==> src/rtl/vec_scalar_transfer_unit_if.sv <==
// Request/result bundle between the issue stage and the scalar<->vector transfer engine.
// The issue side is the master; the engine is the slave.
interface vec_scalar_transfer_unit_if #(
  parameter int unsigned LANES = 4,
  parameter int unsigned XLEN  = 32
);
  localparam int unsigned LIDX = $clog2(LANES);

  logic                    start;
  logic                    rerouting_select;
  logic [2:0]              rerouting_code;
  logic [LIDX-1:0]         lane_idx;
  logic [XLEN-1:0]         scalar_in;
  logic [LANES*XLEN-1:0]   vector_in;

  logic                    busy;
  logic                    done;
  logic                    illegal;
  logic                    scalar_wr_en;
  logic [XLEN-1:0]         scalar_out;
  logic                    vector_wr_en;
  logic [LANES-1:0]        vector_lane_mask;
  logic [LANES*XLEN-1:0]   vector_out;

  modport master (
    output start, rerouting_select, rerouting_code, lane_idx, scalar_in, vector_in,
    input  busy, done, illegal, scalar_wr_en, scalar_out,
           vector_wr_en, vector_lane_mask, vector_out
  );

  modport slave (
    input  start, rerouting_select, rerouting_code, lane_idx, scalar_in, vector_in,
    output busy, done, illegal, scalar_wr_en, scalar_out,
           vector_wr_en, vector_lane_mask, vector_out
  );
endinterface

==> src/rtl/vec_scalar_transfer_unit.sv <==
// Scalar<->vector move engine: broadcast, lane insert, lane extract and
// lane reductions (wrapping sum, signed max, signed min), one lane per cycle.
module vec_scalar_transfer_unit #(
  parameter int unsigned LANES = 4,
  parameter int unsigned XLEN  = 32
) (
  input logic                      clk,
  input logic                      rst,
  vec_scalar_transfer_unit_if.slave bus
);
  localparam int unsigned LIDX = $clog2(LANES);
  localparam int unsigned VW   = LANES * XLEN;

  typedef enum logic [1:0] {
    S_IDLE,
    S_REDUCE,
    S_DONE
  } state_e;

  typedef enum logic [2:0] {
    OP_BCAST   = 3'b000,
    OP_INSERT  = 3'b001,
    OP_RSV2    = 3'b010,
    OP_RSV3    = 3'b011,
    OP_EXTRACT = 3'b100,
    OP_SUM     = 3'b101,
    OP_MAX     = 3'b110,
    OP_MIN     = 3'b111
  } op_e;

  state_e            r_state;
  state_e            w_next;

  op_e               r_code;
  logic [LIDX-1:0]   r_idx;
  logic [VW-1:0]     r_vec;
  logic [XLEN-1:0]   r_acc;
  logic [LIDX-1:0]   r_cnt;
  logic [XLEN-1:0]   r_scalar_out;
  logic [VW-1:0]     r_vector_out;

  op_e               w_in_code;
  logic              w_accept;
  logic              w_in_reduce;
  logic              w_last;
  logic              w_done;
  logic [XLEN-1:0]   w_extract;
  logic [XLEN-1:0]   w_cur_lane;
  logic [XLEN-1:0]   w_fold;
  logic [VW-1:0]     w_bcast_vec;
  logic [VW-1:0]     w_insert_vec;
  logic [LANES-1:0]  w_mask;

  function automatic logic [XLEN-1:0] fold(input op_e op,
                                           input logic [XLEN-1:0] a,
                                           input logic [XLEN-1:0] b);
    logic [XLEN-1:0] res;
    res = a;
    case (op)
      OP_SUM: res = a + b;
      OP_MAX: if ($signed(b) > $signed(a)) res = b;
      OP_MIN: if ($signed(b) < $signed(a)) res = b;
      default: res = a;
    endcase
    return res;
  endfunction

  assign w_in_code   = op_e'(bus.rerouting_code);
  assign w_accept    = (r_state == S_IDLE) && bus.start && bus.rerouting_select;
  assign w_in_reduce = (w_in_code == OP_SUM) || (w_in_code == OP_MAX) ||
                       (w_in_code == OP_MIN);
  assign w_last      = (r_cnt == LIDX'(LANES - 1));
  assign w_done      = (r_state == S_DONE);

  // Lane muxes over the incoming operand (extract/insert) and the held operand (fold).
  always_comb begin
    w_extract    = '0;
    w_cur_lane   = '0;
    w_bcast_vec  = '0;
    w_insert_vec = '0;
    for (int unsigned i = 0; i < LANES; i++) begin
      w_bcast_vec[i*XLEN +: XLEN] = bus.scalar_in;
      if (LIDX'(i) == bus.lane_idx) begin
        w_extract                    = bus.vector_in[i*XLEN +: XLEN];
        w_insert_vec[i*XLEN +: XLEN] = bus.scalar_in;
      end
      if (LIDX'(i) == r_cnt) begin
        w_cur_lane = r_vec[i*XLEN +: XLEN];
      end
    end
  end

  assign w_fold = fold(r_code, r_acc, w_cur_lane);

  always_ff @(posedge clk) begin
    if (rst) begin
      r_state <= S_IDLE;
    end else begin
      r_state <= w_next;
    end
  end

  always_comb begin
    w_next = r_state;
    case (r_state)
      S_IDLE: begin
        if (w_accept) begin
          w_next = w_in_reduce ? S_REDUCE : S_DONE;
        end
      end
      S_REDUCE: begin
        if (w_last) begin
          w_next = S_DONE;
        end
      end
      S_DONE:  w_next = S_IDLE;
      default: w_next = S_IDLE;
    endcase
  end

  // Single-cycle results are computed from the live inputs at accept and land in
  // the output registers in time for DONE, so only the vector operand is held.
  always_ff @(posedge clk) begin
    if (rst) begin
      r_code       <= OP_BCAST;
      r_idx        <= '0;
      r_vec        <= '0;
      r_acc        <= '0;
      r_cnt        <= '0;
      r_scalar_out <= '0;
      r_vector_out <= '0;
    end else if (w_accept) begin
      r_code <= w_in_code;
      r_idx  <= bus.lane_idx;
      r_vec  <= bus.vector_in;
      r_acc  <= bus.vector_in[XLEN-1:0];
      r_cnt  <= LIDX'(1);
      case (w_in_code)
        OP_BCAST:   r_vector_out <= w_bcast_vec;
        OP_INSERT:  r_vector_out <= w_insert_vec;
        OP_EXTRACT: r_scalar_out <= w_extract;
        default:    ;
      endcase
    end else if (r_state == S_REDUCE) begin
      r_acc <= w_fold;
      r_cnt <= r_cnt + LIDX'(1);
      if (w_last) begin
        r_scalar_out <= w_fold;
      end
    end
  end

  always_comb begin
    w_mask = '0;
    if (w_done) begin
      case (r_code)
        OP_BCAST:  w_mask = '1;
        OP_INSERT: w_mask[r_idx] = 1'b1;
        default:   w_mask = '0;
      endcase
    end
  end

  assign bus.busy             = (r_state != S_IDLE);
  assign bus.done             = w_done;
  assign bus.illegal          = w_done && ((r_code == OP_RSV2) || (r_code == OP_RSV3));
  assign bus.scalar_wr_en     = w_done && ((r_code == OP_EXTRACT) || (r_code == OP_SUM) ||
                                           (r_code == OP_MAX) || (r_code == OP_MIN));
  assign bus.vector_wr_en     = w_done && ((r_code == OP_BCAST) || (r_code == OP_INSERT));
  assign bus.vector_lane_mask = w_mask;
  assign bus.scalar_out       = r_scalar_out;
  assign bus.vector_out       = r_vector_out;
endmodule
==> src/flat_wrapper.sv <==
// flat-port wrapper written by rule: the top's interface ports become plain ports
module vec_scalar_transfer_unit_flat 
#(
  parameter int unsigned LANES = 4,
  parameter int unsigned XLEN  = 32
)
  (clk, rst, bus_start, bus_rerouting_select, bus_rerouting_code, bus_lane_idx, bus_scalar_in, bus_vector_in, bus_busy, bus_done, bus_illegal, bus_scalar_wr_en, bus_scalar_out, bus_vector_wr_en, bus_vector_lane_mask, bus_vector_out);
  vec_scalar_transfer_unit_if #(.LANES(LANES), .XLEN(XLEN)) bus_i ();
  input logic clk;
  input logic rst;
  input wire logic [$bits(bus_i.start)-1:0] bus_start;
  input wire logic [$bits(bus_i.rerouting_select)-1:0] bus_rerouting_select;
  input wire logic [$bits(bus_i.rerouting_code)-1:0] bus_rerouting_code;
  input wire logic [$bits(bus_i.lane_idx)-1:0] bus_lane_idx;
  input wire logic [$bits(bus_i.scalar_in)-1:0] bus_scalar_in;
  input wire logic [$bits(bus_i.vector_in)-1:0] bus_vector_in;
  output wire logic [$bits(bus_i.busy)-1:0] bus_busy;
  output wire logic [$bits(bus_i.done)-1:0] bus_done;
  output wire logic [$bits(bus_i.illegal)-1:0] bus_illegal;
  output wire logic [$bits(bus_i.scalar_wr_en)-1:0] bus_scalar_wr_en;
  output wire logic [$bits(bus_i.scalar_out)-1:0] bus_scalar_out;
  output wire logic [$bits(bus_i.vector_wr_en)-1:0] bus_vector_wr_en;
  output wire logic [$bits(bus_i.vector_lane_mask)-1:0] bus_vector_lane_mask;
  output wire logic [$bits(bus_i.vector_out)-1:0] bus_vector_out;
  assign bus_i.start = bus_start;
  assign bus_i.rerouting_select = bus_rerouting_select;
  assign bus_i.rerouting_code = bus_rerouting_code;
  assign bus_i.lane_idx = bus_lane_idx;
  assign bus_i.scalar_in = bus_scalar_in;
  assign bus_i.vector_in = bus_vector_in;
  assign bus_busy = bus_i.busy;
  assign bus_done = bus_i.done;
  assign bus_illegal = bus_i.illegal;
  assign bus_scalar_wr_en = bus_i.scalar_wr_en;
  assign bus_scalar_out = bus_i.scalar_out;
  assign bus_vector_wr_en = bus_i.vector_wr_en;
  assign bus_vector_lane_mask = bus_i.vector_lane_mask;
  assign bus_vector_out = bus_i.vector_out;
  vec_scalar_transfer_unit #(.LANES(LANES), .XLEN(XLEN)) u_core (.clk(clk), .rst(rst), .bus(bus_i));
endmodule
==> config.mk <==
export PLATFORM = sky130hd
export DESIGN_NAME = vec_scalar_transfer_unit_flat
export DESIGN_NICKNAME = d
export VERILOG_FILES = /design/src/rtl/vec_scalar_transfer_unit_if.sv /design/src/rtl/vec_scalar_transfer_unit.sv /design/src/flat_wrapper.sv
export SDC_FILE = /design/constraint.sdc
export NUM_CORES = 1
export LEC_CHECK = 0
export ABC_AREA = 1
export CAP_MARGIN = 20
export CORE_AREA = 2 2 179 268
export DETAILED_ROUTE_END_ITERATION = 12
export DIE_AREA = 0 0 181 270
export MAX_ROUTING_LAYER = met4
export PLACE_DENSITY = 0.66
export SETUP_SLACK_MARGIN = 0.15
export SLEW_MARGIN = 40
export SYNTH_ARGS = -nofsm -noshare
export SYNTH_HDL_FRONTEND = slang
export SYNTH_SLANG_ARGS = --single-unit
export TNS_END_PERCENT = 5
==> constraint.sdc <==
create_clock -name clk -period 7.45 [get_ports clk]
set_clock_uncertainty 0.15 [all_clocks]
set_input_delay 0.745 -clock clk [delete_from_list [all_inputs] [get_ports clk]]
set_output_delay 0.745 -clock clk [all_outputs]
set_load 0.01 [all_outputs]
==> impl_metrics.prom, run 1 <==
# TYPE chip_impl_metric gauge
chip_impl_info{name="timing.setup.critical_path_class",value="reg -> reg"} 1
chip_impl_metric{name="die_x",unit="um"} 181
chip_impl_metric{name="max-clock-path-buffers",unit=""} 3
chip_impl_metric{name="port-buffer-count",unit=""} 337
chip_impl_info{name="rsz0062_at_grt",value="no"} 1
chip_impl_metric{name="reg2reg_setup_slack",unit="ns"} 1.77
chip_impl_metric{name="finalCritPeriodShare",unit=""} 0.7628
chip_impl_metric{name="track_usage",unit=""} 0.2967
chip_impl_metric{name="synthesis.area",unit="mm2"} 0.01840
chip_impl_metric{name="top_achievable_clock_speed",unit="MHz"} 176.0
chip_impl_metric{name="worst_vdd_rail_ir_drop",unit="mV"} 0.2221
chip_impl_info{name="min_path_type",value="reg -> reg"} 1
chip_impl_metric{name="postRouteWirelength",unit="um"} 72730
chip_impl_info{name="setup.worst_path.start_class",value="flop"} 1
chip_impl_metric{name="setup_slack",unit="ns"} 1.767
chip_impl_metric{name="post_synth_edffs",unit=""} 0
chip_impl_metric{name="utilization",unit=""} 0.4998
chip_impl_metric{name="placeableCoreArea",unit="mm2"} 0.04660
chip_impl_info{name="critical_path.slowest_cell",value="sky130_fd_sc_hd__nand2_1"} 1
chip_impl_metric{name="cts_setup_buffers",unit=""} 0
chip_impl_metric{name="postPlaceCellArea",unit="mm2"} 0.02210
chip_impl_info{name="hp-start",value="u_core.r_vec[94]"} 1
chip_impl_metric{name="synth_fp_nets",unit=""} 3024
chip_impl_metric{name="clock-sinks",unit=""} 329
chip_impl_metric{name="ys_ff_latch",unit=""} 329
chip_impl_metric{name="slew_violations",unit=""} 0
chip_impl_metric{name="critical_path.max_stage_delay",unit="ns"} 0.63
chip_impl_metric{name="count_of_mapped_cells_out_of_synthesis",unit=""} 2787
chip_impl_metric{name="avgViaCountPerCell",unit=""} 5.537
chip_impl_metric{name="nets",unit=""} 3252
chip_impl_metric{name="final_design_area_no_fill",unit="mm2"} 0.02329
chip_impl_info{name="critPathMostFrequentCell",value="sky130_fd_sc_hd__nand3_1"} 1
chip_impl_metric{name="synth_async_sr_flop_share",unit=""} 0
chip_impl_metric{name="tightestPinTransition",unit="ns"} 0.8665
chip_impl_metric{name="vias_in_the_first_global_route",unit=""} 19738
chip_impl_metric{name="firstDrtPassIters",unit=""} 8
chip_impl_metric{name="finalHoldViolCount",unit=""} 0
chip_impl_metric{name="final.hold.worst_slack",unit="ns"} 0.3052
chip_impl_metric{name="synth_sequential_area_ratio",unit=""} 0.3579
chip_impl_metric{name="synth.avg_cell_area",unit="um2"} 6.603
chip_impl_metric{name="layout_overhead_on_the_synthesized_area",unit="%"} 26.57
chip_impl_metric{name="grt_first_pass_wirelength",unit="um"} 112200
chip_impl_metric{name="clock_latency_of_the_later_clocked_register_in_the_worst_skew_pair",unit="ns"} 0.54
chip_impl_metric{name="drt_iter0_markers",unit=""} 1572
chip_impl_info{name="tritoncts",value="done"} 1
chip_impl_metric{name="preCtsSetupSlack",unit="ns"} 1.955
chip_impl_metric{name="grt_start_max_net_pins",unit=""} 93
chip_impl_metric{name="maxCapViolCount",unit=""} 0
chip_impl_metric{name="grt.met1_usage",unit=""} 0.3460
chip_impl_metric{name="cts-buffers-inserted",unit=""} 37
chip_impl_metric{name="grtUsageMet2",unit=""} 0.4966
chip_impl_metric{name="io_pins",unit=""} 338
chip_impl_info{name="worstReg2RegStart",value="u_core.r_cnt[1]"} 1
chip_impl_info{name="critPathTopFamily",value="simple AND/OR/NAND/NOR gates"} 1
chip_impl_metric{name="wl_per_cell",unit="um"} 19.98
chip_impl_metric{name="pwr_density_cell",unit="mW/mm2"} 213.2
chip_impl_info{name="status",value="finished clean"} 1
chip_impl_metric{name="clk_transition_reported_paths",unit="ns"} 0.06
chip_impl_info{name="startpoint",value="u_core.r_cnt[1]"} 1
chip_impl_metric{name="finalSetupViolations",unit=""} 0
chip_impl_metric{name="drtAntennaViolNets",unit=""} 0
chip_impl_metric{name="detailedPlacementHpwl",unit="um"} 51370
chip_impl_metric{name="cts_h_tree_depth",unit=""} 2
chip_impl_metric{name="power_leakage",unit="nW"} 9.628
chip_impl_info{name="ys_dominant_reg_cell",value="sky130_fd_sc_hd__dfxtp_1"} 1
chip_impl_metric{name="cts_repair_resize_count",unit=""} 0
chip_impl_info{name="cts.root.buffer_cell",value="sky130_fd_sc_hd__clkbuf_16"} 1
chip_impl_metric{name="fp-row-count",unit=""} 97
chip_impl_metric{name="cp_data_arrival_time",unit="ns"} 5.91
chip_impl_metric{name="timing.critical_path.fanout_max",unit=""} 67
chip_impl_metric{name="yosys.cell_types.count",unit=""} 48
chip_impl_info{name="global_route.peak_usage_layer",value="met2"} 1
chip_impl_info{name="critical_path.cell_chain",value="inv_1 > ha_1 > buf_4 > inv_1 > nand2_1 > buf_4 > o21ai_0 > a22oi_1 > inv_1 > ha_1 > inv_2 > nor3_4 > nand3_2 > a21oi_2 > nor2_4 > nand2_4 > nand2_4 > nand2_4 > nand3_1 > nand3_1 > nand3_1 > nand3_1 > a21oi_1"} 1
chip_impl_info{name="critical_path.endpoint_type",value="flop"} 1
chip_impl_metric{name="dieArea",unit="mm2"} 0.04887
chip_impl_metric{name="start_util",unit=""} 0.3949
chip_impl_metric{name="overflow",unit=""} 0
chip_impl_metric{name="fin_crit",unit="ns"} 5.683
chip_impl_metric{name="routabilityCongestion",unit=""} 0.9910
chip_impl_metric{name="groute.layer.met3.usage",unit=""} 0.06351
chip_impl_metric{name="fin_setup_tns",unit="ns"} 0
chip_impl_metric{name="detailroute.via_count",unit=""} 20153
chip_impl_metric{name="hold_buffers",unit=""} 0
chip_impl_metric{name="grt_antenna_before_repair",unit=""} 6
chip_impl_metric{name="worst_ep_required_time",unit="ns"} 7.68
chip_impl_metric{name="worst_slew_margin",unit=""} 0.4217
chip_impl_metric{name="final_layout_size_suffix_gt1_frac",unit=""} 0.04507
chip_impl_metric{name="post-route-drc-count",unit=""} 0
chip_impl_metric{name="worstPathBufferInverterCount",unit=""} 6
chip_impl_metric{name="fp.dieH",unit="um"} 270
chip_impl_metric{name="synth_warnings",unit=""} 0
Yosys cell counts, types with 7 or more instances:
cell type,count,area (um2)
sky130_fd_sc_hd__o21ai_1,8,40.04
sky130_fd_sc_hd__a21oi_1,365,1827
sky130_fd_sc_hd__nand3_1,191,955.9
sky130_fd_sc_hd__nand3b_1,16,120.1
sky130_fd_sc_hd__nand2_1,554,2079
sky130_fd_sc_hd__nor3_1,9,45.04
sky130_fd_sc_hd__buf_2,8,40.04
sky130_fd_sc_hd__o22ai_1,32,200.2
sky130_fd_sc_hd__buf_1,7,26.28
sky130_fd_sc_hd__inv_1,319,1197
sky130_fd_sc_hd__a221oi_1,33,289.0
sky130_fd_sc_hd__dfxtp_1,329,6586
sky130_fd_sc_hd__nor2_1,274,1028
sky130_fd_sc_hd__o21ai_0,294,1471
sky130_fd_sc_hd__clkbuf_1,152,570.6
sky130_fd_sc_hd__o211ai_2,10,125.1
sky130_fd_sc_hd__ha_1,67,838.3
sky130_fd_sc_hd__a21o_1,7,52.55
sky130_fd_sc_hd__o211ai_1,17,127.6
sky130_fd_sc_hd__nand4_1,8,50.05
sky130_fd_sc_hd__a22oi_1,31,232.7
sequential cells by signal, indices dropped and copies added, names as in the netlist:
signal and flops:
u_core.bus.scalar_out 32, u_core.bus.vector_out 128, u_core.r_acc 32, u_core.r_cnt 2, u_core.r_code 3, u_core.r_idx 2, u_core.r_state 2, u_core.r_vec 128
final cells by class:
class	instances	area (um2)
Clock inverter	16	153.9
Multi-Input combinational cell	1956	9943
Timing Repair Buffer	365	3606
Antenna cell	6	15.01
Tap cell	594	743.2
Sequential cell	329	6586
Fill cell	4730	23310
Clock buffer	48	1017
Inverter	326	1229
layout by cell type (no fill, tap or decap), drive strengths merged, types with 2 or more instances in the layout:
cell and count:
a21o 7, bufinv 2, o21a 3, a21oi 366
o21ai 302, o31ai 3, clkinv 10, nor2 277
clkdlybuf4s50 335, o21bai 5, nand3b 16, dfxtp 329
o211ai 27, a221oi 33, nand2 559, clkbuf 48
nand4 9, ha 67, inv 325, diode 6
nor3 14, buf 30, a22oi 31, nand3 195
clkinvlp 5, a211oi 2, o22ai 32
metal layers:
layer	vias to the layer above	routed length, um
li1	9678	-
met1	9531	29170
met2	770	34900
met3	174	5590
met4	0	3070
met5	-	0
worst register-to-register path, stage by stage (launching register included):
cell and delay, ns:
sky130_fd_sc_hd__dfxtp_1 0.34, sky130_fd_sc_hd__inv_1 0.11, sky130_fd_sc_hd__ha_1 0.15, sky130_fd_sc_hd__buf_4 0.42, sky130_fd_sc_hd__inv_1 0.12, sky130_fd_sc_hd__nand2_1 0.63
sky130_fd_sc_hd__buf_4 0.38, sky130_fd_sc_hd__o21ai_0 0.12, sky130_fd_sc_hd__a22oi_1 0.33, sky130_fd_sc_hd__inv_1 0.11, sky130_fd_sc_hd__ha_1 0.40, sky130_fd_sc_hd__inv_2 0.10
sky130_fd_sc_hd__nor3_4 0.21, sky130_fd_sc_hd__nand3_2 0.13, sky130_fd_sc_hd__a21oi_2 0.19, sky130_fd_sc_hd__nor2_4 0.08, sky130_fd_sc_hd__nand2_4 0.10, sky130_fd_sc_hd__nand2_4 0.12
sky130_fd_sc_hd__nand2_4 0.62, sky130_fd_sc_hd__nand3_1 0.27, sky130_fd_sc_hd__nand3_1 0.17, sky130_fd_sc_hd__nand3_1 0.10, sky130_fd_sc_hd__nand3_1 0.09, sky130_fd_sc_hd__a21oi_1 0.08
final timing paths:
path	end	cells after the start
min	u_core.r_vec[94]	2
max	u_core.r_acc[10]	23
min reg2reg	u_core.r_vec[94]	2
max reg2reg	u_core.r_acc[10]	23
logic make-up (layout without fill, tap and decap cells):
logic type	Yosys count	in the layout	share of synthesized area
simple gates	1073	1073	0.2447
compound gates	815	815	0.2450
fa+ha+maj	68	68	0.04664
buf+inv	502	755	0.1058
flops	329	329	0.3579
other cells	0	6	0
metrics by stage:
step	instances	total power (W)
6_report	3640	0.004965
5_1_grt	3640	0.005191
4_1_cts	3634	0.004972
3_5_place_dp	3570	0.003155
3_3_place_gp	3569	0.003121
2_1_floorplan	2787	0.002742
power breakdown:
| part | internal, W | leakage, nW | switching, W | total [W] |
|---|---|---|---|---|
| clock network | 0.00104 | 0.565 | 0.000789 | 0.00183 |
| registers | 0.00184 | 2.68 | 0.0000479 | 0.00189 |
| logic | 0.000409 | 6.38 | 0.000838 | 0.00125 |
| total | 0.00329 | 9.63 | 0.00168 | 0.00497 |
(Power assumes the default switching activity.)
==> inputs of run 2 (changes only) <==
Clock period 7.45 ns to 5.9 ns, I/O delays scaled along.
==> run 2 against run 1 <==
Against the previous run:
- power up 28%
- cell area increased by 0.41%
- non-clock buffer count increased by 3
- via count grew 0.27%
- global-route usage rose by 0.11 points
- critical path type unchanged
==> impl_metrics.prom, run 2 (synthesis results as in run 1) <==
# TYPE chip_impl_metric gauge
chip_impl_info{name="maxUsedRoutingLayer",value="met4"} 1
chip_impl_metric{name="m1WireLength",unit="um"} 29190
chip_impl_metric{name="firstDrtPassIters",unit=""} 9
chip_impl_metric{name="grt_antenna_before_repair",unit=""} 7
chip_impl_metric{name="io_pins",unit=""} 338
chip_impl_metric{name="clock_share_of_power",unit=""} 0.374
chip_impl_metric{name="grt_start_max_net_pins",unit=""} 106
chip_impl_metric{name="finalSetupViolations",unit=""} 0
chip_impl_info{name="critical_path.slowest_cell",value="sky130_fd_sc_hd__nand2_4"} 1
chip_impl_info{name="setup.worst_path.start_class",value="flop"} 1
chip_impl_metric{name="port-buffer-count",unit=""} 337
chip_impl_metric{name="met2_length",unit="um"} 35260
chip_impl_metric{name="cp_data_arrival_time",unit="ns"} 5.48
chip_impl_info{name="worstReg2RegStart",value="u_core.r_cnt[0]"} 1
chip_impl_metric{name="post-route-drc-count",unit=""} 0
chip_impl_metric{name="track_usage",unit=""} 0.2978
chip_impl_metric{name="layout_overhead_on_the_synthesized_area",unit="%"} 27.09
chip_impl_metric{name="timing.critical_path.fanout_max",unit=""} 67
chip_impl_metric{name="fin_setup_tns",unit="ns"} 0
chip_impl_metric{name="setup_slack",unit="ns"} 0.6540
chip_impl_metric{name="clock-sinks",unit=""} 329
chip_impl_info{name="hp-start",value="u_core.r_vec[89]"} 1
chip_impl_metric{name="finalHoldViolCount",unit=""} 0
chip_impl_info{name="critical_path.endpoint_type",value="flop"} 1
chip_impl_metric{name="top_achievable_clock_speed",unit="MHz"} 190.6
chip_impl_info{name="cts.root.buffer_cell",value="sky130_fd_sc_hd__clkbuf_16"} 1
chip_impl_metric{name="grt_first_pass_wirelength",unit="um"} 112300
chip_impl_metric{name="cts-buffers-inserted",unit=""} 36
chip_impl_info{name="timing.setup.critical_path_class",value="reg -> reg"} 1
chip_impl_metric{name="preCtsSetupSlack",unit="ns"} 0.7463
chip_impl_metric{name="timing.reg2reg.worst_path_depth",unit=""} 21
chip_impl_metric{name="clk_transition_reported_paths",unit="ns"} 0.07
chip_impl_metric{name="cts_h_tree_depth",unit=""} 2
chip_impl_metric{name="worst_slew_margin",unit=""} 0.4466
chip_impl_metric{name="overflow",unit=""} 0
chip_impl_metric{name="tightestPinTransition",unit="ns"} 0.8302
chip_impl_metric{name="drtAntennaViolNets",unit=""} 0
chip_impl_metric{name="wl_per_cell",unit="um"} 20.16
chip_impl_info{name="final_common_cell",value="sky130_fd_sc_hd__nand2_1"} 1
chip_impl_metric{name="dieArea",unit="mm2"} 0.04887
chip_impl_info{name="startpoint",value="u_core.r_cnt[0]"} 1
chip_impl_metric{name="die_x",unit="um"} 181
chip_impl_metric{name="cts_setup_buffers",unit=""} 0
chip_impl_info{name="most-common-layout-cells",value="553 x sky130_fd_sc_hd__nand2_1, 365 x sky130_fd_sc_hd__a21oi_1, 335 x sky130_fd_sc_hd__clkdlybuf4s50_1"} 1
chip_impl_metric{name="placeableCoreArea",unit="mm2"} 0.04660
chip_impl_info{name="min_path_type",value="reg -> reg"} 1
chip_impl_metric{name="maxCapViolCount",unit=""} 0
chip_impl_metric{name="power_leakage",unit="nW"} 9.670
chip_impl_metric{name="slew_violations",unit=""} 0
chip_impl_info{name="critical_path.cell_chain",value="inv_1 > ha_1 > nand2_1 > buf_4 > o21ai_0 > a22oi_1 > inv_1 > ha_1 > nand2_1 > nor3_2 > nand4_1 > nor2_4 > nand2_4 > nand2_4 > nand2_4 > nand2_4 > nand3_1 > nand3_1 > nand3_1 > nand3_1 > a21oi_1"} 1
chip_impl_metric{name="start_util",unit=""} 0.3949
chip_impl_metric{name="fp-row-count",unit=""} 97
chip_impl_metric{name="routabilityCongestion",unit=""} 1.005
chip_impl_metric{name="final_layout_size_suffix_gt1_frac",unit=""} 0.04469
chip_impl_metric{name="detailedPlacementHpwl",unit="um"} 51410
chip_impl_info{name="timing.rr.end",value="u_core.r_acc[5]"} 1
chip_impl_metric{name="count_of_cells_along_the_worst_hold_path",unit=""} 2
chip_impl_metric{name="detailroute.via_count",unit=""} 20208
chip_impl_metric{name="fp.dieH",unit="um"} 270
chip_impl_metric{name="register_share_of_total_power",unit=""} 0.376
chip_impl_metric{name="fin_crit",unit="ns"} 5.246
chip_impl_metric{name="critical_path.max_stage_delay",unit="ns"} 0.61
chip_impl_metric{name="reg2reg_setup_slack",unit="ns"} 0.65
chip_impl_metric{name="postRouteWirelength",unit="um"} 73460
chip_impl_info{name="tritoncts",value="done"} 1
chip_impl_metric{name="swShare",unit=""} 0.3333
chip_impl_metric{name="net-switching-power",unit="W"} 0.002117
chip_impl_metric{name="met3_length",unit="um"} 5629
chip_impl_metric{name="max-clock-path-buffers",unit=""} 3
chip_impl_metric{name="cts_repair_resize_count",unit=""} 0
chip_impl_metric{name="relative_contribution_of_combinational_cells_to_total_power",unit=""} 0.250
chip_impl_metric{name="avgViaCountPerCell",unit=""} 5.546
chip_impl_metric{name="intPower",unit="W"} 0.004234
chip_impl_metric{name="pwr_density_cell",unit="mW/mm2"} 271.5
chip_impl_metric{name="worstPathBufferInverterCount",unit=""} 3
chip_impl_metric{name="worst_vdd_rail_ir_drop",unit="mV"} 0.2152
chip_impl_metric{name="worst_ep_required_time",unit="ns"} 6.13
chip_impl_metric{name="clock_latency_of_the_later_clocked_register_in_the_worst_skew_pair",unit="ns"} 0.55
chip_impl_info{name="status",value="finished clean"} 1
chip_impl_metric{name="vias_in_the_first_global_route",unit=""} 19985
chip_impl_metric{name="finalCritPeriodShare",unit=""} 0.8892
chip_impl_metric{name="nets",unit=""} 3254
chip_impl_metric{name="drt_iter0_markers",unit=""} 1539
chip_impl_info{name="critPathTopFamily",value="simple AND/OR/NAND/NOR gates"} 1
chip_impl_metric{name="post-layout-total-power",unit="W"} 0.006351
chip_impl_info{name="timing.hold.worst_endpoint",value="u_core.r_vec[89]"} 1
chip_impl_metric{name="hold_buffers",unit=""} 0
chip_impl_info{name="rsz0062_at_grt",value="no"} 1
-- run 2: changes by cell type in the layout (fill, tap and decap cells not counted), sizes merged --
cell / previous run / this run
clkinv: 10 / 9
inv: 325 / 326
diode: 6 / 7
clkinvlp: 5 / 0
bufinv: 2 / 4
clkbuf: 48 / 51
buf: 30 / 33
-- run 2: cell type report --
cell class / count / area, um2
timing repair buffer: 368 / 3657
multi-input combinational: 1956 / 9947
tap: 594 / 743.2
antenna: 7 / 17.52
inverter: 326 / 1229
sequential: 329 / 6586
fill: 4773 / 23220
clock inverter: 13 / 191.4
clock buffer: 51 / 1017
-- run 2: worst max-delay path by stage --
stage	to	slack (ns)	cells after the start
final	u_core.r_acc[5]	0.65	21
after global routing	u_core.bus.scalar_out[4]	0.17	21
after CTS	u_core.r_acc[5]	0.71	21
after detailed placement	u_core.r_acc[5]	0.75	21
after global placement	u_core.r_acc[28]	0.93	24
after floorplan	u_core.bus.scalar_out[24]	2.12	24
-- run 2: stage by stage --
step,std cells,instance area (um2),hold slack (ns),util
2_1_floorplan,2787,18400,0.2797,-
3_3_place_gp,3572,22110,0.2916,0.4743
3_5_place_dp,3573,22150,0.2983,0.4754
4_1_cts,3637,23360,0.3081,0.5013
5_1_grt,3644,23390,0.3242,0.5019
6_report,3644,23390,0.3071,0.5019
-- run 2: worst register-to-register path: stages (launching register included) --
cell and delay [ns]:
sky130_fd_sc_hd__dfxtp_1 0.40, sky130_fd_sc_hd__inv_1 0.09, sky130_fd_sc_hd__ha_1 0.23, sky130_fd_sc_hd__nand2_1 0.52, sky130_fd_sc_hd__buf_4 0.39, sky130_fd_sc_hd__o21ai_0 0.12, sky130_fd_sc_hd__a22oi_1 0.28, sky130_fd_sc_hd__inv_1 0.11
sky130_fd_sc_hd__ha_1 0.45, sky130_fd_sc_hd__nand2_1 0.15, sky130_fd_sc_hd__nor3_2 0.17, sky130_fd_sc_hd__nand4_1 0.20, sky130_fd_sc_hd__nor2_4 0.18, sky130_fd_sc_hd__nand2_4 0.09, sky130_fd_sc_hd__nand2_4 0.10, sky130_fd_sc_hd__nand2_4 0.12
sky130_fd_sc_hd__nand2_4 0.61, sky130_fd_sc_hd__nand3_1 0.28, sky130_fd_sc_hd__nand3_1 0.15, sky130_fd_sc_hd__nand3_1 0.11, sky130_fd_sc_hd__nand3_1 0.10, sky130_fd_sc_hd__a21oi_1 0.07
-- run 2: power by group through the flow --
stage	registers (W)	logic, W	clock network, W
2_1_floorplan	0.00243	0.00103	0
3_3_place_gp	0.00243	0.00152	0
3_5_place_dp	0.00244	0.00155	0
4_1_cts	0.00239	0.00156	0.00242
5_1_grt	0.00240	0.00173	0.00249
6_report	0.00239	0.00159	0.00238
-- run 2: layer usage --
metal | vias up | global-route usage
met5 | - | -
met4 | 0 | 0.1294
met3 | 194 | 0.06392
met2 | 828 | 0.4992
met1 | 9513 | 0.3423
li1 | 9673 | -
==> variant 1: new RTL, config.mk and constraints of run 2 <==
`LANES` is set to 4 in 3 places; all go to 2.
--- a/src/rtl/vec_scalar_transfer_unit_if.sv
+++ b/src/rtl/vec_scalar_transfer_unit_if.sv
@@ -1,7 +1,7 @@
 // Request/result bundle between the issue stage and the scalar<->vector transfer engine.
 // The issue side is the master; the engine is the slave.
 interface vec_scalar_transfer_unit_if #(
-  parameter int unsigned LANES = 4,
+  parameter int unsigned LANES = 2,
   parameter int unsigned XLEN  = 32
 );
   localparam int unsigned LIDX = $clog2(LANES);
--- a/src/rtl/vec_scalar_transfer_unit.sv
+++ b/src/rtl/vec_scalar_transfer_unit.sv
@@ -1,7 +1,7 @@
 // Scalar<->vector move engine: broadcast, lane insert, lane extract and
 // lane reductions (wrapping sum, signed max, signed min), one lane per cycle.
 module vec_scalar_transfer_unit #(
-  parameter int unsigned LANES = 4,
+  parameter int unsigned LANES = 2,
   parameter int unsigned XLEN  = 32
 ) (
   input logic                      clk,
--- a/src/flat_wrapper.sv
+++ b/src/flat_wrapper.sv
@@ -1,7 +1,7 @@
 // flat-port wrapper written by rule: the top's interface ports become plain ports
 module vec_scalar_transfer_unit_flat 
 #(
-  parameter int unsigned LANES = 4,
+  parameter int unsigned LANES = 2,
   parameter int unsigned XLEN  = 32
 )
   (clk, rst, bus_start, bus_rerouting_select, bus_rerouting_code, bus_lane_idx, bus_scalar_in, bus_vector_in, bus_busy, bus_done, bus_illegal, bus_scalar_wr_en, bus_scalar_out, bus_vector_wr_en, bus_vector_lane_mask, bus_vector_out);
Ports: changed (resized bus_lane_idx, bus_vector_in, bus_vector_lane_mask and bus_vector_out); port bits go from 338 to 207. The function was not compared with the original's and may differ.
==> variant 1 against run 2 <==
- count of clock-buffer cells in the layout shrank 32
- combinational power shrank 23%
- cell area shrank 32%
- clock power shrank 50%
- via count shrank 31%
- largest cell class unchanged
- synthesized area shrank 31%
- sequential cell count shrank 130
- critical path depth is the same
- utilization shrank 16 points
- critical endpoint is now u_core.r_acc[6]$_SDFFE_PP0P_
- power shrank 39%
- routed wire length shrank 35%
- setup slack gained 0.45 ns
==> variant 1: results (changes against run 2) <==
For the worst hold slack across all endpoints, the log shows 0.312 ns (was 0.307 ns). For the wire length of the first global-routing pass, the log shows 74,800 um (was 112,000 um). The critical path arrival came out at 5.02 ns (was 5.48 ns). The run gives 79 (was 106) as the largest net degree at the start of global routing. The maximum fanout count along the critical path was 49 (was 67). The antenna diode instance count was 0 (was 7). Leading cell types by total area after synthesis: sky130_fd_sc_hd__dfxtp_1 (31%), sky130_fd_sc_hd__nand2_1 (11%), sky130_fd_sc_hd__a21oi_1 (10%) (was sky130_fd_sc_hd__dfxtp_1 (36%), sky130_fd_sc_hd__nand2_1 (11%), sky130_fd_sc_hd__a21oi_1 (9.9%)).

Overall via count from detail_route: 13,868 (was 20,208). The number of DRC violations after detailed-routing iteration 0 was 890 (was 1,539); the sequential fraction of the synthesis area was 31.3% (was 35.8%). The worst flop-to-flop path startpoint was u_core.r_cnt$_SDFFE_PP0P_ (was u_core.r_cnt[0]$_SDFFE_PP0P_). For the number of distinct library cell variants in the gate-level netlist after synthesis, the log shows 38 (was 48). The count of input and output buffers was 206 (was 337); the insertion delay to the later sink of the worst-skew pair was 0.46 ns (was 0.55 ns). The deepest level of the CTS H-tree was 4 (was 2). The fraction of the mapped netlist area in adder cells is 6.45% (was 4.66%), and the number of buffers created by CTS is 17 (was 36). The fraction of final layout cells with drive strength greater than 1 is 4.80% (was 4.47%), and the wire length on met1 is 19,000 um (was 29,200 um).

The critical path endpoint was u_core.r_acc[6]$_SDFFE_PP0P_ (was u_core.r_acc[5]$_SDFFE_PP0P_). The longest individual stage delay on the worst path is 0.45 ns (was 0.61 ns), and the met1 global-route usage is 21.3% (was 34.2%). Net total in the final layout: 2,281 (was 3,254).

The number of antenna violations at the first check in global routing is 0 (was 7). The worst min-delay path endpoint was u_core.r_vec[19]$_SDFFE_PP0P_ (was u_core.r_vec[89]$_SDFFE_PP0P_). The startpoint of the worst hold path is u_core.r_vec[19]$_SDFFE_PP0P_ (was u_core.r_vec[89]$_SDFFE_PP0P_). The worst vdd rail ir drop was 0.223 mV (was 0.215 mV); the wire length per cell was 17.6 um (was 20.2 um). The leakage power total came out at 6.83 nW (was 9.67 nW). For the synthesized netlist net count, the log shows 2,152 (was 3,024). Number of detailed-route iterations in the first pass: 5 (was 9).

For the area of placed instances, the log shows 15,300 um^2 (was 22,200 um^2). The run finished with clean final reports.
==> variant 1: changes by cell type after synthesis, moves of 53 or more <==
cell	delta
sky130_fd_sc_hd__a21oi_1	-107
sky130_fd_sc_hd__clkbuf_1	-54
sky130_fd_sc_hd__dfxtp_1	-130
sky130_fd_sc_hd__inv_1	-53
sky130_fd_sc_hd__nand2_1	-196
sky130_fd_sc_hd__nor2_1	-170
sky130_fd_sc_hd__o21ai_0	-80
==> variant 1: final cells by class <==
cell class	count	area, um^2
tap	594	743
inverter	267	1010
fill	5070	30700
sequential	199	3980
clock inverter	12	143
multi-input combinational	1403	7320
timing repair buffer	224	2230
clock buffer	19	433
==> variant 1: report_power, final <==
part | internal [W] | switching [W] | total (W)
Sequential | 0.00142 | 0.0000471 | 0.00146
Combinational | 0.000413 | 0.000814 | 0.00123
Clock | 0.000631 | 0.000566 | 0.00120
==> variant 2: new RTL, settings of run 2 <==
Made on the original files. Make the reset (`rst`) asynchronous in 2 clocked blocks.
--- a/src/rtl/vec_scalar_transfer_unit.sv
+++ b/src/rtl/vec_scalar_transfer_unit.sv
@@ -92,7 +92,7 @@
 
   assign w_fold = fold(r_code, r_acc, w_cur_lane);
 
-  always_ff @(posedge clk) begin
+  always_ff @(posedge clk or posedge rst) begin
     if (rst) begin
       r_state <= S_IDLE;
     end else begin
@@ -120,7 +120,7 @@
 
   // Single-cycle results are computed from the live inputs at accept and land in
   // the output registers in time for DONE, so only the vector operand is held.
-  always_ff @(posedge clk) begin
+  always_ff @(posedge clk or posedge rst) begin
     if (rst) begin
       r_code       <= OP_BCAST;
       r_idx        <= '0;
Check against the original RTL: differs if rst is asserted again (counterexample within 4 cycles, from zero or initial values and one cycle with rst high); with rst held inactive, the same outputs for 4 cycles.
==> variant 2 against run 2 <==
- setup slack better by 0.36 ns
- utilization up 2.0 points
- critical path type unchanged
- sequential cell count unchanged
- via count down 5.8%
- cell area up 4.0%
- global-route usage down 0.39 points
- routed wire length down 2.5%
- count of clock-buffer cells in the layout down 2
- synthesized area up 4.6%
Power is not compared: it rests on default switching activity, and its combinational part moved more than twofold at a synthesized area within 25%.
==> variant 2: results (changes against run 2) <==
The final non-filler cell total is 3,458 (was 3,644). The switching share of power is 49.3%. Async set or reset register ratio after synthesis: 100% (was 0%). Start point of the critical path: u_core.r_cnt[0]$_DFFE_PP0P_ (was u_core.r_cnt[0]$_SDFFE_PP0P_). The run gives 19,046 (was 20,208) as the overall via count from detail_route. The count of input and output buffers was 337 (unchanged). The area of placed instances is 23,200 um^2 (was 22,200 um^2). The run gives 1 (was 7) as the number of antenna violations at the first check in global routing.

The worst flop-to-flop path startpoint is u_core.r_cnt[0]$_DFFE_PP0P_ (was u_core.r_cnt[0]$_SDFFE_PP0P_). Leading cell types by total area after synthesis: sky130_fd_sc_hd__dfrtp_1 (43%), sky130_fd_sc_hd__nand2_1 (11%), sky130_fd_sc_hd__inv_1 (8.4%) (was sky130_fd_sc_hd__dfxtp_1 (36%), sky130_fd_sc_hd__nand2_1 (11%), sky130_fd_sc_hd__a21oi_1 (9.9%)). The HPWL after detailed placement was 52,400 um (was 51,400 um); the longest individual stage delay on the worst path was 0.48 ns (was 0.61 ns). The fraction of final layout cells with drive strength greater than 1 is 5.10% (was 4.47%).

The sequential fraction of the synthesis area was 42.8% (was 35.8%). For the worst vdd rail ir drop, the log shows 0.507 mV. The run gives 35 (was 36) as the number of buffers created by CTS. The number of DRC violations after detailed-routing iteration 0 came out at 1,631 (was 1,539). The reg-to-reg critical path endpoint was u_core.bus.scalar_out[28]$_DFFE_PP0P_ (was u_core.r_acc[5]$_SDFFE_PP0P_). For the number of cells in the design after placement, the log shows 3,401 (was 3,573).

The critical path arrival was 5.20 ns (was 5.48 ns); the worst hold slack across all endpoints was 0.142 ns (was 0.307 ns). The run gives 161 (was 106) as the largest net degree at the start of global routing. The number of filler instances in the final layout was 4,481 (was 4,773).

The wire length per cell came out at 20.7 um (was 20.2 um). The shortest period the worst path allows came out at 4.89 ns (was 5.25 ns). For the final weighted congestion in routability-driven placement, the log shows 1.02 (was 1.01).

The global router's overall resource usage was 29.4% (was 29.8%); the worst reg-to-reg path cell count was 23 (was 21). The actual transition at the worst max-transition pin was 0.819 ns (was 0.830 ns). The synthesized netlist net count was 2,811 (was 3,024); the average cell area after synthesis was 7.48 um^2 (was 6.60 um^2). The worst slack at placement is 1.09 ns (was 0.746 ns). The flow ran to the end, and the final reports show no timing, DRC or antenna violations.

The tools report the number of distinct library cell variants in the gate-level netlist after synthesis as 43 (was 48). Critical path endpoint: u_core.bus.scalar_out[28]$_DFFE_PP0P_ (was u_core.r_acc[5]$_SDFFE_PP0P_). Maximum fanout count along the critical path: 28 (was 67). Post-synth top cells: sky130_fd_sc_hd__nand2_1 (587), sky130_fd_sc_hd__inv_1 (430), sky130_fd_sc_hd__dfrtp_1 (329) (was sky130_fd_sc_hd__nand2_1 (554), sky130_fd_sc_hd__a21oi_1 (365), sky130_fd_sc_hd__dfxtp_1 (329)). The path class of the lowest-slack min-delay path was input port to async pin (was flip-flop to flip-flop). The tools report the number of detailed-route iterations in the first pass as 5 (was 9). Critical-path cell with the highest stage delay: sky130_fd_sc_hd__ha_2 (was sky130_fd_sc_hd__nand2_4). Net total in the final layout: 3,081 (was 3,254).
[variant 2: cell types whose count changed after synthesis, sizes merged, moves of 106 or more]
cell	run 2	this run
o22ai	32	144
dfrtp	0	329
nor2	277	115
dfxtp	329	0
a21oi	366	193
inv	324	430
[variant 2: kinds of logic after synthesis]
kind of cell             share of synthesized area, %
buffers and inverters                            11.5
XOR/XNOR                                        0.137
flip-flops                                       42.8
AO/OA/AOI/OAI                                    21.5
adder cells (fa/ha/maj)                          4.46
AND/OR/NAND/NOR                                  19.6
[variant 2: worst max-delay path: cells and delay by family, from the launching register on]
| kind | cells | cell delay (ns) |
|---|---|---|
| and+or+nand+nor | 11 | 1.46 |
| AOI/OAI and AO/OA | 4 | 0.78 |
| adders and majority gates | 3 | 1.15 |
| buffers and inverters | 5 | 0.81 |
| DFF | 1 | 0.41 |
[variant 2: area by class of cell]
class	instances	area (um^2)	area share, %
clock inverters	7	75.1	0.309
inverters	432	1630	6.69
clock buffers	49	988	4.06
multi-input cells	1671	8890	36.6
well taps	594	743	3.06
flip-flops and latches	329	8230	33.9
repair buffers	375	3760	15.5
diodes	1	2.50	0.0103
[variant 2: metal layers]
metal	up-vias	global-route usage, %	part of all wire, %
met5	-	-	0
met4	0	10.2	3.5
met3	152	5.89	7.5
met2	740	49.4	49
met1	9160	35.1	40
li1	8994	-	-
[variant 2: power groups by stage]
stage	clock [W]	sequential, W	combinational [W]
5_1_grt	0.00224	0.00423	0.0111
2_1_floorplan	0	0.00419	0.00630
3_5_place_dp	0	0.00412	0.00992
6_report	0.00211	0.00412	0.0101
3_3_place_gp	0	0.00409	0.00979
4_1_cts	0.00216	0.00411	0.00998
